<file path="config.mk">
export PLATFORM = sky130hd
export DESIGN_NAME = wb_initiator_bridge_flat
export DESIGN_NICKNAME = d
export VERILOG_FILES = /design/src/rtl/wb_initiator_bridge_if.sv /design/src/rtl/wb_initiator_bridge.sv /design/src/flat_wrapper.sv
export SDC_FILE = /design/constraint.sdc
export NUM_CORES = 1
export LEC_CHECK = 0
export CORE_AREA = 3 3 108 110
export DETAILED_ROUTE_END_ITERATION = 8
export DIE_AREA = 0 0 111 113
export GPL_TIMING_DRIVEN = 0
export PLACE_DENSITY = 0.82
export SYNTH_ARGS = -nofsm -noshare
export SYNTH_HDL_FRONTEND = slang
export SYNTH_SLANG_ARGS = --single-unit
</file>
<file path="constraint.sdc">
create_clock -name wb_clk_i -period 4.1 [get_ports wb_clk_i]
set_input_delay 1.025 -clock wb_clk_i [delete_from_list [all_inputs] [get_ports wb_clk_i]]
set_output_delay 1.025 -clock wb_clk_i [all_outputs]
set_load 0.01 [all_outputs]
</file>
<file path="src/rtl/wb_initiator_bridge_if.sv">
// Command/response and Wishbone master signal bundle for wb_initiator_bridge.
// wbm_err_i exists only when WB_INITIATOR_BUS_ERR_EN is defined.
interface wb_initiator_bridge_if;
   logic        req_valid_i;
   logic        req_ready_o;
   logic        req_we_i;
   logic [31:0] req_adr_i;
   logic [31:0] req_dat_i;
   logic [3:0]  req_sel_i;
   logic        rsp_valid_o;
   logic        rsp_ready_i;
   logic [31:0] rsp_dat_o;
   logic        rsp_err_o;
   logic        wbm_cyc_o;
   logic        wbm_stb_o;
   logic        wbm_we_o;
   logic [3:0]  wbm_sel_o;
   logic [31:0] wbm_adr_o;
   logic [31:0] wbm_dat_o;
   logic [31:0] wbm_dat_i;
   logic        wbm_ack_i;
`ifdef WB_INITIATOR_BUS_ERR_EN
   logic        wbm_err_i;
`endif

   // Bridge side.
   modport master (
      input  req_valid_i, req_we_i, req_adr_i, req_dat_i, req_sel_i,
      input  rsp_ready_i, wbm_dat_i, wbm_ack_i,
`ifdef WB_INITIATOR_BUS_ERR_EN
      input  wbm_err_i,
`endif
      output req_ready_o, rsp_valid_o, rsp_dat_o, rsp_err_o,
      output wbm_cyc_o, wbm_stb_o, wbm_we_o, wbm_sel_o, wbm_adr_o, wbm_dat_o
   );

   // Requester plus Wishbone slave side.
   modport slave (
      output req_valid_i, req_we_i, req_adr_i, req_dat_i, req_sel_i,
      output rsp_ready_i, wbm_dat_i, wbm_ack_i,
`ifdef WB_INITIATOR_BUS_ERR_EN
      output wbm_err_i,
`endif
      input  req_ready_o, rsp_valid_o, rsp_dat_o, rsp_err_o,
      input  wbm_cyc_o, wbm_stb_o, wbm_we_o, wbm_sel_o, wbm_adr_o, wbm_dat_o
   );
endinterface

</file>
<file path="src/rtl/wb_initiator_bridge.sv">
// Single-outstanding Wishbone classic initiator with a bus-timeout watchdog.
// Optional slave error input enabled by WB_INITIATOR_BUS_ERR_EN.
module wb_initiator_bridge #(
   parameter int          TIMEOUT  = 16,
   parameter int          TW       = 8,
   parameter logic [31:0] ERR_DATA = 32'hDEADBEEF
) (
   input  logic        wb_clk_i,
   input  logic        wb_rst_n_i,
   wb_initiator_bridge_if.master bus,
   output logic        busy_o,
   output logic [1:0]  dbg_state_o
);

   // Handshakes: a transfer happens on a rising edge where valid and ready are
   // both 1; valid holds its payload until then, ready may change freely.
   typedef enum logic [1:0] {
      S_IDLE = 2'd0,
      S_BUS  = 2'd1,
      S_RESP = 2'd2
   } state_t;

   localparam logic [TW-1:0] TO_LAST = (TIMEOUT == 0) ? '0 : TW'(TIMEOUT - 1);

   state_t        state_q, state_d;
   logic          cyc_q, cyc_d;
   logic          stb_q, stb_d;
   logic          we_q, we_d;
   logic [3:0]    sel_q, sel_d;
   logic [31:0]   adr_q, adr_d;
   logic [31:0]   wdat_q, wdat_d;
   logic          rsp_valid_q, rsp_valid_d;
   logic          rsp_err_q, rsp_err_d;
   logic [31:0]   rsp_dat_q, rsp_dat_d;
   logic [TW-1:0] cnt_q, cnt_d;
   logic          busy_q, busy_d;
   logic          bus_err;
   logic          timeout_hit;

`ifdef WB_INITIATOR_BUS_ERR_EN
   assign bus_err = bus.wbm_err_i;
`else
   assign bus_err = 1'b0;
`endif

   assign timeout_hit = (TIMEOUT != 0) && (cnt_q == TO_LAST);

   always_comb begin
      state_d     = state_q;
      cyc_d       = cyc_q;
      stb_d       = stb_q;
      we_d        = we_q;
      sel_d       = sel_q;
      adr_d       = adr_q;
      wdat_d      = wdat_q;
      rsp_valid_d = rsp_valid_q;
      rsp_err_d   = rsp_err_q;
      rsp_dat_d   = rsp_dat_q;
      cnt_d       = cnt_q;
      case (state_q)
         S_IDLE: begin
            if (bus.req_valid_i) begin
               state_d = S_BUS;
               cyc_d   = 1'b1;
               stb_d   = 1'b1;
               we_d    = bus.req_we_i;
               sel_d   = bus.req_sel_i;
               adr_d   = bus.req_adr_i;
               wdat_d  = bus.req_dat_i;
               cnt_d   = '0;
            end
         end
         S_BUS: begin
            // Ack beats error beats timeout when they coincide.
            if (bus.wbm_ack_i) begin
               state_d     = S_RESP;
               cyc_d       = 1'b0;
               stb_d       = 1'b0;
               rsp_valid_d = 1'b1;
               rsp_err_d   = 1'b0;
               rsp_dat_d   = we_q ? 32'h0 : bus.wbm_dat_i;
            end else if (bus_err || timeout_hit) begin
               state_d     = S_RESP;
               cyc_d       = 1'b0;
               stb_d       = 1'b0;
               rsp_valid_d = 1'b1;
               rsp_err_d   = 1'b1;
               rsp_dat_d   = ERR_DATA;
            end else if (cnt_q != '1) begin
               cnt_d = cnt_q + TW'(1);
            end
         end
         S_RESP: begin
            if (bus.rsp_ready_i) begin
               state_d     = S_IDLE;
               rsp_valid_d = 1'b0;
               rsp_err_d   = 1'b0;
            end
         end
         default: begin
            state_d = S_IDLE;
            cyc_d   = 1'b0;
            stb_d   = 1'b0;
         end
      endcase
      busy_d = (state_d != S_IDLE);
   end

   always_ff @(posedge wb_clk_i or negedge wb_rst_n_i) begin
      if (!wb_rst_n_i) begin
         state_q     <= S_IDLE;
         cyc_q       <= 1'b0;
         stb_q       <= 1'b0;
         we_q        <= 1'b0;
         sel_q       <= '0;
         adr_q       <= '0;
         wdat_q      <= '0;
         rsp_valid_q <= 1'b0;
         rsp_err_q   <= 1'b0;
         rsp_dat_q   <= '0;
         cnt_q       <= '0;
         busy_q      <= 1'b0;
      end else begin
         state_q     <= state_d;
         cyc_q       <= cyc_d;
         stb_q       <= stb_d;
         we_q        <= we_d;
         sel_q       <= sel_d;
         adr_q       <= adr_d;
         wdat_q      <= wdat_d;
         rsp_valid_q <= rsp_valid_d;
         rsp_err_q   <= rsp_err_d;
         rsp_dat_q   <= rsp_dat_d;
         cnt_q       <= cnt_d;
         busy_q      <= busy_d;
      end
   end

   assign bus.req_ready_o = (state_q == S_IDLE);
   assign bus.rsp_valid_o = rsp_valid_q;
   assign bus.rsp_err_o   = rsp_err_q;
   assign bus.rsp_dat_o   = rsp_dat_q;
   assign bus.wbm_cyc_o   = cyc_q;
   assign bus.wbm_stb_o   = stb_q;
   assign bus.wbm_we_o    = we_q;
   assign bus.wbm_sel_o   = sel_q;
   assign bus.wbm_adr_o   = adr_q;
   assign bus.wbm_dat_o   = wdat_q;
   assign busy_o          = busy_q;
   assign dbg_state_o     = state_q;

endmodule

</file>
<file path="src/flat_wrapper.sv">
// flat-port wrapper written by rule: the top's interface ports become plain ports
module wb_initiator_bridge_flat 
#(
   parameter int          TIMEOUT  = 16,
   parameter int          TW       = 8,
   parameter logic [31:0] ERR_DATA = 32'hDEADBEEF
)
  (wb_clk_i, wb_rst_n_i, busy_o, dbg_state_o, bus_req_valid_i, bus_req_we_i, bus_req_adr_i, bus_req_dat_i, bus_req_sel_i, bus_rsp_ready_i, bus_wbm_dat_i, bus_wbm_ack_i, bus_req_ready_o, bus_rsp_valid_o, bus_rsp_dat_o, bus_rsp_err_o, bus_wbm_cyc_o, bus_wbm_stb_o, bus_wbm_we_o, bus_wbm_sel_o, bus_wbm_adr_o, bus_wbm_dat_o);
  wb_initiator_bridge_if bus_i ();
  input  logic wb_clk_i;
  input  logic wb_rst_n_i;
  output logic busy_o;
  output logic [1:0] dbg_state_o;
  input wire logic [$bits(bus_i.req_valid_i)-1:0] bus_req_valid_i;
  input wire logic [$bits(bus_i.req_we_i)-1:0] bus_req_we_i;
  input wire logic [$bits(bus_i.req_adr_i)-1:0] bus_req_adr_i;
  input wire logic [$bits(bus_i.req_dat_i)-1:0] bus_req_dat_i;
  input wire logic [$bits(bus_i.req_sel_i)-1:0] bus_req_sel_i;
  input wire logic [$bits(bus_i.rsp_ready_i)-1:0] bus_rsp_ready_i;
  input wire logic [$bits(bus_i.wbm_dat_i)-1:0] bus_wbm_dat_i;
  input wire logic [$bits(bus_i.wbm_ack_i)-1:0] bus_wbm_ack_i;
  output wire logic [$bits(bus_i.req_ready_o)-1:0] bus_req_ready_o;
  output wire logic [$bits(bus_i.rsp_valid_o)-1:0] bus_rsp_valid_o;
  output wire logic [$bits(bus_i.rsp_dat_o)-1:0] bus_rsp_dat_o;
  output wire logic [$bits(bus_i.rsp_err_o)-1:0] bus_rsp_err_o;
  output wire logic [$bits(bus_i.wbm_cyc_o)-1:0] bus_wbm_cyc_o;
  output wire logic [$bits(bus_i.wbm_stb_o)-1:0] bus_wbm_stb_o;
  output wire logic [$bits(bus_i.wbm_we_o)-1:0] bus_wbm_we_o;
  output wire logic [$bits(bus_i.wbm_sel_o)-1:0] bus_wbm_sel_o;
  output wire logic [$bits(bus_i.wbm_adr_o)-1:0] bus_wbm_adr_o;
  output wire logic [$bits(bus_i.wbm_dat_o)-1:0] bus_wbm_dat_o;
  assign bus_i.req_valid_i = bus_req_valid_i;
  assign bus_i.req_we_i = bus_req_we_i;
  assign bus_i.req_adr_i = bus_req_adr_i;
  assign bus_i.req_dat_i = bus_req_dat_i;
  assign bus_i.req_sel_i = bus_req_sel_i;
  assign bus_i.rsp_ready_i = bus_rsp_ready_i;
  assign bus_i.wbm_dat_i = bus_wbm_dat_i;
  assign bus_i.wbm_ack_i = bus_wbm_ack_i;
  assign bus_req_ready_o = bus_i.req_ready_o;
  assign bus_rsp_valid_o = bus_i.rsp_valid_o;
  assign bus_rsp_dat_o = bus_i.rsp_dat_o;
  assign bus_rsp_err_o = bus_i.rsp_err_o;
  assign bus_wbm_cyc_o = bus_i.wbm_cyc_o;
  assign bus_wbm_stb_o = bus_i.wbm_stb_o;
  assign bus_wbm_we_o = bus_i.wbm_we_o;
  assign bus_wbm_sel_o = bus_i.wbm_sel_o;
  assign bus_wbm_adr_o = bus_i.wbm_adr_o;
  assign bus_wbm_dat_o = bus_i.wbm_dat_o;
  wb_initiator_bridge #(.TIMEOUT(TIMEOUT), .TW(TW), .ERR_DATA(ERR_DATA)) u_core (.wb_clk_i(wb_clk_i), .wb_rst_n_i(wb_rst_n_i), .bus(bus_i), .busy_o(busy_o), .dbg_state_o(dbg_state_o));
endmodule
</file>
==> key figures <==
Run status
  • Status: completed

Power and ir drop
  • Switching share of power: 0.338
  • Pwr/cell area: just over 800 mW/mm2
  • Seq pwr share: 0.320
  • Cell Int Power: 4.13 mW
  • Design Power: a little over 6 mW
  • Share of power burned in the clock network: 0.244
  • Combinational share of power: 0.436
  • Peak supply drop: 457 uV
  • Switching Power: 2.10 mW
  • Pleak: approximately 3.6 nW

Worst setup path
  • Kind of critical path: reg2out
  • Largest delay share family, worst path: buffers and inverters
  • Crit path launch type: register
  • Maximum fanout along the worst path: 10
  • Worst-path cell chain: buf_2 > nor2_1 > clkdlybuf4s50_1
  • Slowest-stage cell, CP: clkdlybuf4s50_1
  • Data arrival, critical path: 1.79 ns
  • CP max stage delay: around 0.56 ns
  • Bufs and invs on worst path: 2
  • WP data required: 3.07 ns
  • Critical path capture point type: output port

Route
  • First-pass DRT Iterations: 4
  • Vias per inst: about 5.0
  • Final wirelength: 14.3 mm
  • Routed vias: 4409
  • Antenna Nets Post-Route: 0
  • Drt initial violations: 249
  • DR WL/cell: 16.2 um
  • Residual DRC: 0

CTS
  • TritonCTS clock tree: built
  • CTS buffer count: 17
  • Root buffer cell: clkbuf_8
  • H-tree levels: 4
  • Clk sinks: between 100 and 150
  • Clock-pin slew on the worst setup and hold paths: 0.05 ns
  • Postcts setup bufs: 0
  • CTS resizes: 0
  • Clock Latency Late Sink: 0.51 ns
  • Hold-fix buffers, CTS: 0
  • Clock tree buffer depth: 2

Timing
  • RSZ-0062 raised after global routing: false
  • Final Hold Fails: 0
  • Final Cycle Share: 0.686
  • Max transition margin: 0.417
  • Worst Hold Margin: between 0.4 and 0.5 ns
  • Skew final: roughly 0.0078 ns
  • Post-layout min period: 2.81 ns
  • Slew Viols, Final: 0
  • Worst-margin pin slew: between 0.8 and 0.9 ns
  • Final Setup Violations: 0
  • Max Fclk: 356 MHz

Placed design
  • Dpl hpwl: 10.6 mm
  • Count of buffers from port buffering: roughly 210
  • Global placement routability congestion: 0.786
  • Placement Cell Area: 0.00714 mm2

Floorplanning
  • Total die area: 0.0125 mm2
  • Ports: 215
  • Die height: roughly 110 um
  • Core Area: around 0.011 mm2
  • Initial Util: 0.445
  • Cell row count: 38
  • Width of the chip: 111 um

Global route
  • GRT Total Usage: 0.233
  • First-pass GRT wire length: 23.2 mm
  • Largest net degree at the start of global routing: 68
  • Vias in the first global route: 4638
  • Met2 Use GR: 0.379
  • GRT overflow: 0
  • Most used routing layer in global routing: met2
  • Met1 Use GR: 0.272
  • Initial antenna violation count: 0
  • M3 GR Usage: 0.114

Logic synthesis
  • Register area share after synthesis: 0.600
  • Post-Syn Instances: 497
  • Synthesized cell area: around 0.0048 mm2
  • Syn_area_per_cell: 9.65 um2
  • Flop and latch count out of synthesis: 115
  • Syn Nets: a little over 600
  • Yosys cell types: 37
  • Synth warnings: 0

Min path
  • Min-Delay Path Class: reg2reg

Run
  • Max cap viols: 0

Final layout
  • Fin area: 0.00775 mm2
  • Final Net Count: 838
  • # fillers: approximately 800
  • Layout cell share with drive strength beyond 1: 0.0605
  • ANT cells: 0
  • Syn-to-layout area delta: 61.5%
## path summary, 6_finish.rpt
| path | to | slack [ns] | from | cells past startpoint |
|---|---|---|---|---|
| setup / recovery | bus_req_ready_o | 1.29 | u_core.dbg_state_o[1]$_DFF_PN0_ | 3 |
| hold / removal | u_core.bus.wbm_adr_o[2]$_DFFE_PN0P_ | 0.47 | u_core.bus.wbm_adr_o[2]$_DFFE_PN0P_ | 2 |
| setup reg to reg | u_core.cnt_q[7]$_DFFE_PN0P_ | 2.13 | u_core.dbg_state_o[0]$_DFF_PN0_ | 6 |
| hold reg to reg | u_core.bus.wbm_adr_o[2]$_DFFE_PN0P_ | 0.47 | u_core.bus.wbm_adr_o[2]$_DFFE_PN0P_ | 2 |
| max in group asynchronous | u_core.bus.wbm_adr_o[4]$_DFFE_PN0P_ | 2.75 | wb_rst_n_i | 2 |
| min in group asynchronous | u_core.bus.rsp_dat_o[14]$_DFFE_PN0P_ | 0.63 | wb_rst_n_i | 1 |
## cell type report
cell class | count | area [um2] | area share
Timing Repair Buffer | 215 | 2170 | 0.280
Tap cell | 140 | 175 | 0.0226
Multi-Input combinational cell | 337 | 1710 | 0.221
Buffer | 33 | 166 | 0.0215
Clock buffer | 22 | 453 | 0.0585
Sequential cell | 115 | 2880 | 0.371
Inverter | 12 | 45.0 | 0.00581
Clock inverter | 10 | 155 | 0.0200
## flip-flops by register name, indices dropped and copies added, names as in the netlist
signal,flops
u_core.bus.rsp_err_o,1
u_core.bus.wbm_stb_o,1
u_core.bus.wbm_adr_o,32
u_core.cnt_q,8
u_core.bus.rsp_valid_o,1
u_core.bus.rsp_dat_o,32
u_core.bus.wbm_we_o,1
u_core.bus.wbm_sel_o,4
u_core.bus.wbm_dat_o,32
u_core.busy_o,1
u_core.dbg_state_o,2
## per-stage QoR
step                instances  setup TNS [ns]   util  worst slack, ns
CTS                       884               0  0.718             1.24
global route              884               0  0.718             1.20
finish                    884               0  0.718             1.29
floorplan                 497               0      -             1.89
global placement          851         -266.77  0.659            -2.33
detailed placement        852               0  0.662             1.20
## cells in the mapped netlist
library cell	instances	area, um2
a21oi_2	1	8.76
o211ai_1	1	7.51
and2_1	2	12.5
a221oi_1	3	26.3
inv_1	12	45.0
a32o_1	1	10.0
nand4b_1	8	70.1
dfrtp_1	115	2880
nand3_1	5	25.0
or3b_1	1	8.76
buf_6	4	45.0
a31oi_1	5	31.3
and3_1	4	25.0
o22a_1	24	210
ha_1	1	12.5
mux2_4	1	15.0
a21oi_1	1	5.00
buf_2	1	5.00
o21ai_2	1	8.76
nand2b_1	4	25.0
a22o_1	1	8.76
o21ai_0	14	70.1
nor2_1	10	37.5
nor3_1	1	5.00
a21o_1	4	30.0
buf_1	1	3.75
nor4_4	1	21.3
nor2b_1	25	156
nand2_1	210	788
o2111ai_1	1	8.76
clkbuf_1	24	90.1
a21bo_2	1	10.0
o41ai_1	2	17.5
buf_4	3	22.5
o2bb2ai_1	1	8.76
a311oi_1	2	17.5
a32oi_4	1	27.5
## tightest hold or removal path: stages (launching register included)
cell,delay [ns]
dfrtp_1,0.34
nand2_1,0.05
nand2_1,0.05
## cell usage in the layout, fill, tap and decap left out, types with 2 or more instances in the layout
cell type	instances
a311oi_1	2
inv_1	12
a21o_1	4
o41ai_1	2
clkbuf_16	16
nor2b_1	25
clkdlybuf4s50_1	213
o22a_1	24
clkbuf_1	27
buf_6	4
dfrtp_1	115
a221oi_1	3
clkbuf_8	3
nand4b_1	8
a31oi_1	5
clkinvlp_4	2
and2_1	2
o21ai_0	14
nand2b_1	4
and3_1	4
bufinv_16	4
clkinv_2	4
nor2_1	10
nand2_1	210
buf_4	4
nand3_1	5
## kinds of logic after synthesis
logic type | after synthesis | synth area share
and+or+nand+nor | 271 | 0.245
DFF | 115 | 0.600
AOI/OAI and AO/OA | 64 | 0.106
buffers and inverters | 45 | 0.0441
muxes | 1 | 0.00313
adders and majority gates | 1 | 0.00261
## power by group through the flow
stage               clock network, mW  registers (mW)  logic [mW]
global route                     1.60            2.06        2.95
detailed placement                  0            2.00        2.73
finish                           1.52            2.00        2.72
floorplan                           0            2.21       0.987
global placement                    0            1.98        2.66
CTS                              1.54            2.00        2.75
## per-layer routing
layer  routed length [um]  share of wire
met1                 5710           0.40
met2                 6880           0.48
met3                 1470           0.10
met4                  230          0.016
met5                    0              0
Power figures use the tool's default switching activity.
